File: config.mk
export PLATFORM = sky130hd
export DESIGN_NAME = pixie_dma_scheduler
export DESIGN_NICKNAME = d
export VERILOG_FILES = /design/src/rtl/pixie_dma_scheduler.sv
export SDC_FILE = /design/constraint.sdc
export NUM_CORES = 1
export LEC_CHECK = 0
export ABC_CLOCK_PERIOD_IN_PS = 1900
export BUFFER_PORTS_ARGS = -buffer_cell sky130_fd_sc_hd__buf_2
export CORE_MARGIN = 5
export CORE_UTILIZATION = 30
export DETAILED_ROUTE_END_ITERATION = 6
export PLACE_DENSITY = 0.5
export SKIP_CTS_REPAIR_TIMING = 1
export SLEW_MARGIN = 25
export SYNTH_ARGS = -nofsm -noshare
export SYNTH_HDL_FRONTEND = slang
export SYNTH_SLANG_ARGS = --single-unit
File: constraint.sdc
create_clock -name clk -period 1.9 [get_ports clk]
set_input_delay 0.38 -clock clk [delete_from_list [all_inputs] [get_ports clk]]
set_output_delay 0.38 -clock clk [all_outputs]
set_load 0.01 [all_outputs]
File: src/rtl/pixie_dma_scheduler.sv
// CDP1861 (Pixie) line/frame timing and DMA-OUT sequencer.
// Runs on CPU machine cycles (ce) and forwards fetched bytes to the row buffer.
module pixie_dma_scheduler #(
   parameter int CYCLES_PER_LINE = 14,
   parameter int LINES_PER_FRAME = 262,
   parameter int FIRST_ACTIVE    = 64,
   parameter int ACTIVE_LINES    = 128,
   parameter int BYTES_PER_LINE  = 8,
   parameter int DMA_START_CYC   = 2,
   parameter int INT_LINES       = 2,
   parameter int EF_LINES        = 4
) (
   input  logic       clk,
   input  logic       reset,
   input  logic       ce,
   input  logic [1:0] sc,
   input  logic       disp_on,
   input  logic       disp_off,
   input  logic [7:0] data_in,
   output logic       dma_out_n,
   output logic       int_req,
   output logic       efx_n,
   output logic       byte_valid,
   output logic [7:0] byte_data,
   output logic [2:0] byte_col,
   output logic [6:0] byte_row,
   output logic       line_start,
   output logic       frame_start,
   output logic [3:0] hcount,
   output logic [8:0] vcount,
   output logic       display_enabled,
   output logic       dma_short
);

   localparam logic [3:0] H_LAST  = 4'(CYCLES_PER_LINE - 1);
   localparam logic [3:0] H_DMA   = 4'(DMA_START_CYC);
   localparam logic [8:0] V_LAST  = 9'(LINES_PER_FRAME - 1);
   localparam logic [8:0] V_FIRST = 9'(FIRST_ACTIVE);
   localparam logic [8:0] V_END   = 9'(FIRST_ACTIVE + ACTIVE_LINES);
   localparam logic [8:0] INT_LO  = 9'(FIRST_ACTIVE - INT_LINES);
   localparam logic [8:0] EF1_LO  = 9'(FIRST_ACTIVE - EF_LINES);
   localparam logic [8:0] EF2_LO  = 9'(FIRST_ACTIVE + ACTIVE_LINES - EF_LINES);
   localparam logic [2:0] ACK_LAST = 3'(BYTES_PER_LINE - 1);
   localparam logic [6:0] ROW_OFS = 7'(FIRST_ACTIVE);

   typedef enum logic {IDLE, REQ} state_t;

   state_t     state;
   logic       pending;
   logic [2:0] ack_cnt;
   logic       wrap;
   logic       active;
   logic       de_nxt;
   logic       ack;
   logic [3:0] h_nxt;
   logic [8:0] v_nxt;

   always_comb begin
      wrap   = (hcount == H_LAST);
      h_nxt  = wrap ? 4'd0 : hcount + 4'd1;
      v_nxt  = vcount;
      if (wrap)
         v_nxt = (vcount == V_LAST) ? 9'd0 : vcount + 9'd1;
      de_nxt = wrap ? pending : display_enabled;
      active = display_enabled && (vcount >= V_FIRST) && (vcount < V_END);
      ack    = (sc == 2'b10);
   end

   // disp_off dominates a simultaneous disp_on
   always_ff @(posedge clk) begin
      if (reset)
         pending <= 1'b0;
      else if (disp_off)
         pending <= 1'b0;
      else if (disp_on)
         pending <= 1'b1;
   end

   always_ff @(posedge clk) begin
      if (reset) begin
         state           <= IDLE;
         ack_cnt         <= 3'd0;
         hcount          <= 4'd0;
         vcount          <= 9'd0;
         dma_out_n       <= 1'b1;
         int_req         <= 1'b0;
         efx_n           <= 1'b1;
         byte_valid      <= 1'b0;
         byte_data       <= 8'd0;
         byte_col        <= 3'd0;
         byte_row        <= 7'd0;
         line_start      <= 1'b0;
         frame_start     <= 1'b0;
         display_enabled <= 1'b0;
         dma_short       <= 1'b0;
      end else begin
         byte_valid  <= 1'b0;
         line_start  <= 1'b0;
         frame_start <= 1'b0;
         if (ce) begin
            hcount          <= h_nxt;
            vcount          <= v_nxt;
            display_enabled <= de_nxt;
            line_start      <= wrap;
            frame_start     <= wrap && (v_nxt == 9'd0);
            // flags track the counter values being loaded this cycle
            int_req <= de_nxt && (v_nxt >= INT_LO) && (v_nxt < V_FIRST);
            efx_n   <= !(((v_nxt >= EF1_LO) && (v_nxt < V_FIRST)) ||
                         ((v_nxt >= EF2_LO) && (v_nxt < V_END)));
            unique case (state)
               IDLE: begin
                  if ((hcount == H_DMA) && active) begin
                     ack_cnt   <= 3'd0;
                     dma_out_n <= 1'b0;
                     state     <= REQ;
                  end
               end
               REQ: begin
                  if (ack) begin
                     byte_valid <= 1'b1;
                     byte_data  <= data_in;
                     byte_col   <= ack_cnt;
                     byte_row   <= vcount[6:0] - ROW_OFS;
                     ack_cnt    <= ack_cnt + 3'd1;
                  end
                  if (ack && (ack_cnt == ACK_LAST)) begin
                     dma_out_n <= 1'b1;
                     state     <= IDLE;
                  end else if (hcount == H_LAST) begin
                     dma_short <= 1'b1;
                     dma_out_n <= 1'b1;
                     state     <= IDLE;
                  end
               end
            endcase
         end
      end
   end

endmodule

# ---- Word-level counts from Yosys, hierarchy flattened
# Index checks and enable logic that the tools add are counted.
dict set report op_classes {
  multipliers 0
  n_addsub 4
  bitwise 3
  order_cmp 7
  mux 16
  n_div 0
  reduce_logical 19
  n_shift 0
  n_eq_ne 8
}
# cell count
set ops {}
lappend ops {{$ge A9 B6 Y1 const B} 2}
lappend ops {{$lt A9 B8 Y1 const B} 2}
lappend ops {{$mux W9} 2}
lappend ops {{$add A9 B1 Y9 const B} 1}
lappend ops {{$eq A9 B9 Y1 const B} 1}
lappend ops {{$ge A9 B7 Y1 const B} 1}
lappend ops {{$ge A9 B8 Y1 const B} 1}
lappend ops {{$logic_and A1 B1 Y1} 9}
lappend ops {{$logic_not A9 Y1} 1}
lappend ops {{$lt A9 B7 Y1 const B} 1}
lappend ops {{$reduce_and A3 Y1} 3}
lappend ops {{$mux W1} 8}
lappend ops {{$sub A7 B7 Y7 const B} 1}
lappend ops {{$mux W3} 2}
lappend ops {{$pmux W3 S2} 1}
lappend ops {{$add A4 B1 Y4 const B} 1}
lappend ops {{$eq A4 B2 Y1 const B} 1}
lappend ops {{$eq A4 B4 Y1 const B} 1}
lappend ops {{$mux W4} 1}
lappend ops {{$pmux W1 S2} 2}
lappend ops {{$reduce_and A4 Y1} 1}
lappend ops {{$reduce_or A2 Y1} 2}
lappend ops {{$add A3 B1 Y3 const B} 1}
lappend ops {{$eq A3 B3 Y1 const B} 1}
lappend ops {{8 further kinds} 10}
dict set report word_totals {
  word_cells 73
  mem_count 0
  inputBits 15
  latch_bits 0
  output_inout_bits 39
  ramBits 0
  reg_bits 44
  romBits 0
}

# ---- Longest topological paths before layout
dict set report depth {
  word_depth 7
  mapped_depth 7
  mapped_depth_nobuf 6
}

# ---- Worst setup path after synthesis
# No wires, ideal clock.
dict set report synth_timing {
  kind {reg2reg}
  from {reg vcount[0]}
  to {reg frame_start}
  setup_ns 0.087
  required_ns 1.813
  synth_period_minus_slack_ns 1.950
  path_slack_ns -0.050
  stages_incl_launch_ff 7
  n_path_buf 0
  t_arrival_ns 1.862
  path_cell_list {dfxtp_1 > ha_1 > and4_1 > nand4_1 > a21o_1 > a221oi_2 > nor4b_4}
}
dict set report synth_via {
  elab_chain_len 5
  elab_cells_between_ends 6
}
# element line_no
set synth_rtl {}
lappend synth_rtl {{from (decl)} 30} ;# output logic [8:0] vcount,
lappend synth_rtl {{from (signal assigned)} 102} ;# vcount <= v_nxt;
lappend synth_rtl {{$add A9 B1 Y9 or $eq A9 B9 Y1 (tied branches)} 63} ;# v_nxt = (vcount == V_LAST) ? 9'd0 : vcount + 9'd1;
lappend synth_rtl {{$mux W9} 63}
lappend synth_rtl {{$mux W9 (*)} 62} ;# if (wrap)
lappend synth_rtl {{$logic_not A9 Y1 (*)} 105} ;# frame_start <= wrap && (v_nxt == 9'd0);
lappend synth_rtl {{$logic_and A1 B1 Y1 (*)} 105}
lappend synth_rtl {{to (signal assigned)} 105}
lappend synth_rtl {{to (decl)} 28} ;# output logic frame_start,
# Every way passes the cells marked *; elsewhere a longest branch is shown, timed or not.
# A chain may end at the register's enable or synchronous reset.

# ---- Final worst setup path
dict set report layout_timing {
  from {reg vcount[1]}
  to {reg frame_start}
}
# Same word-level chain as after synthesis.

==> qor.yml <==
n_fill_cell: 749
synth.net_count: 278
power_density_nw_per_um2: 651
area_growth_pct: 30.0
grt_pass1_vias: 1947
nNetsFinal: 345
vias: 2004
status: "completed"
endpoint_kind: "register"
cp_data_arrival_time_ns: 2.05
grt_setup_unrepaired: "false"
coreArea_um2: 6830
min_path_type: "input port to register"
drv_slew: 0
setup_ws_ns: 0.0701
routed_via_density: 4.75
overflow: 0
wl_um: 5850
dr.pass1.iters: 4
crit_fanout: 7
drv_cap: 0
die_x_um: 94.2
synth_area_leader_cell: "dfxtp_1"
synth_area_um2: 2130
routedWlPerCell_um: 13.9
critPathMaxStageDelay_ns: 0.38
synth.avg_cell_area_um2: 8.24
io_pins: 54
ys_warn_count: 0
holdWs_ns: 0.238
placedInstanceArea_um2: 2600
drt-initial-drc-count: 66
synth.distinct_cells: 47
io_buffers: 53
setup_viol: 0
critical_path_class: "register to register"
clockBufferDepth: 2
start_kind: "register"
stdcell_area_um2: 2760
antenna_found_initial: 0
post-place-ws_ns: 0.0536
start_util_pct: 31.1
hpwl_um: 4300
track_usage_pct: 13.4
ir_drop_uv: 341
slew_headroom_pct: 75.3
finalHoldViolCount: 0
numCtsBuffers: 5
crit_chain: "ha_2, and4_4, and3_4, or3_4, a221oi_4, nor4b_4"
period_minus_slack_ns: 1.83
num_rows: 30
tritoncts: "built"
syn_inst: 258
layout_commonest_cell: "buf_2"
synth_top_area_share_pct: 41.4
synthTopCellsByArea: "dfxtp_1 (41%), nand2_1 (8.5%), a21oi_1 (7.1%)"
place_congestion: 0.834
final_cell_mix: "buf_2 (53), nand2_1 (48), dfxtp_1 (40)"
ys_ff_latch: 44
root_buffer: "clkbuf_8"
antenna_cells: 0
clk-insertion-delay-late_ns: 0.30
tightest_slew_ns: 0.367
ant_nets: 0
grt_max_degree: 21
cts_htree_levels: 2
drcViolationCount: 0
p_leak_uw: 0.00112
synth-seq-area-share_pct: 41.4
die_height_um: 94.2
max_freq_ghz: 0.546
crit_required_ns: 2.12
clk_pin_slew_worst_paths_ns: 0.09
setup_tns_ns: 0
slowest_stage: "dfxtp_4"
final_layout_size_suffix_gt1_share_pct: 33.1
fin_crit_sh_pct: 96.3
dieArea_um2: 8870
grt_pass1_wl_um: 9520
cts_sinks: 44
finClkSkew_ns: 0.0137
==> layer usage <==
layer | wire (um) | vias up | GRT usage, % | share of wire (%)
met5 | 0 | - | 0 | 0
met4 | 60 | 0 | 4.57 | 1.0
met3 | 209 | 5 | 2.64 | 3.6
met2 | 2860 | 32 | 22.8 | 49
met1 | 2720 | 940 | 16.9 | 47
li1 | - | 1027 | - | -
==> cell type report <==
type,count,area [um^2],area share [%]
multi-input cells,187,1140,41.3
inverters,6,22.5,0.815
clock inverters,3,46.3,1.67
well taps,96,120,4.35
clock buffers,5,68.8,2.49
repair buffers,81,475,17.2
flip-flops and latches,44,888,32.1
==> through the flow <==
step	util, %	power [uW]	std cells
after global routing	40.5	1880	422
after floorplan	-	1020	258
after global placement	38.1	1070	413
after detailed placement	38.1	1070	413
after CTS	39.8	1830	421
final	40.5	1800	422
==> synth_stat cells, drive strengths merged <==
cell     instances
o31ai            1
buf              9
nor2b            1
dfxtp           44
nand2b           2
o21ai            3
a221o            2
nor4             3
o21bai           1
a21oi           30
nor4b            3
nor3b            1
a21o             1
a211oi           4
xor2             2
a31oi            2
a21boi           2
a221oi           2
xnor2            6
mux2             1
and2             2
nand3            9
nand2           48
a22oi            1
a2111oi          1
nor3             5
and4b            1
ha               5
nand4            8
nand4bb          1
clkbuf          12
nor2            27
or3              2
o211ai           1
and3             3
and4             1
o41a             1
inv              6
a31o             1
a311oi           1
nand4b           2
==> registers in the layout, indices dropped and copies added, names as in the netlist, 3 cells and up <==
signal	flops
ack_cnt	3
byte_col	3
byte_data	8
byte_row	7
hcount	4
vcount	9
==> critical path, delay by kind of cell (launching register included) <==
family	cells	cell delay [ns]
AOI/OAI and AO/OA	1	0.27
adders and majority gates	1	0.17
DFF	1	0.38
and+or+nand+nor	4	0.92
==> logic make-up (layout without fill, tap and decap cells) <==
family	after synthesis	in the layout	synth area share, %
xor+xnor	8	8	3.30
fa+ha+maj	5	5	2.94
mux	1	1	0.530
simple gates	119	119	29.0
compound gates	54	54	16.4
flops	44	44	41.4
buf+inv	27	95	6.47
==> path summary, 6_finish.rpt <==
check	from	end	slack, ns	cells after the start
hold reg to reg	byte_col[1]	byte_col[1]	0.46	2
setup / recovery	vcount[1]	frame_start	0.07	6
setup reg to reg	vcount[1]	frame_start	0.07	6
hold / removal	disp_off	pending	0.24	2
==> where the power goes <==
group | switching, uW | leakage [uW] | internal [uW]
registers | 13.7 | 0.000358 | 931
clock network | 355 | 0.0000548 | 397
logic | 57.6 | 0.000703 | 45.3
Note: power is estimated with default switching activity, not from simulation.
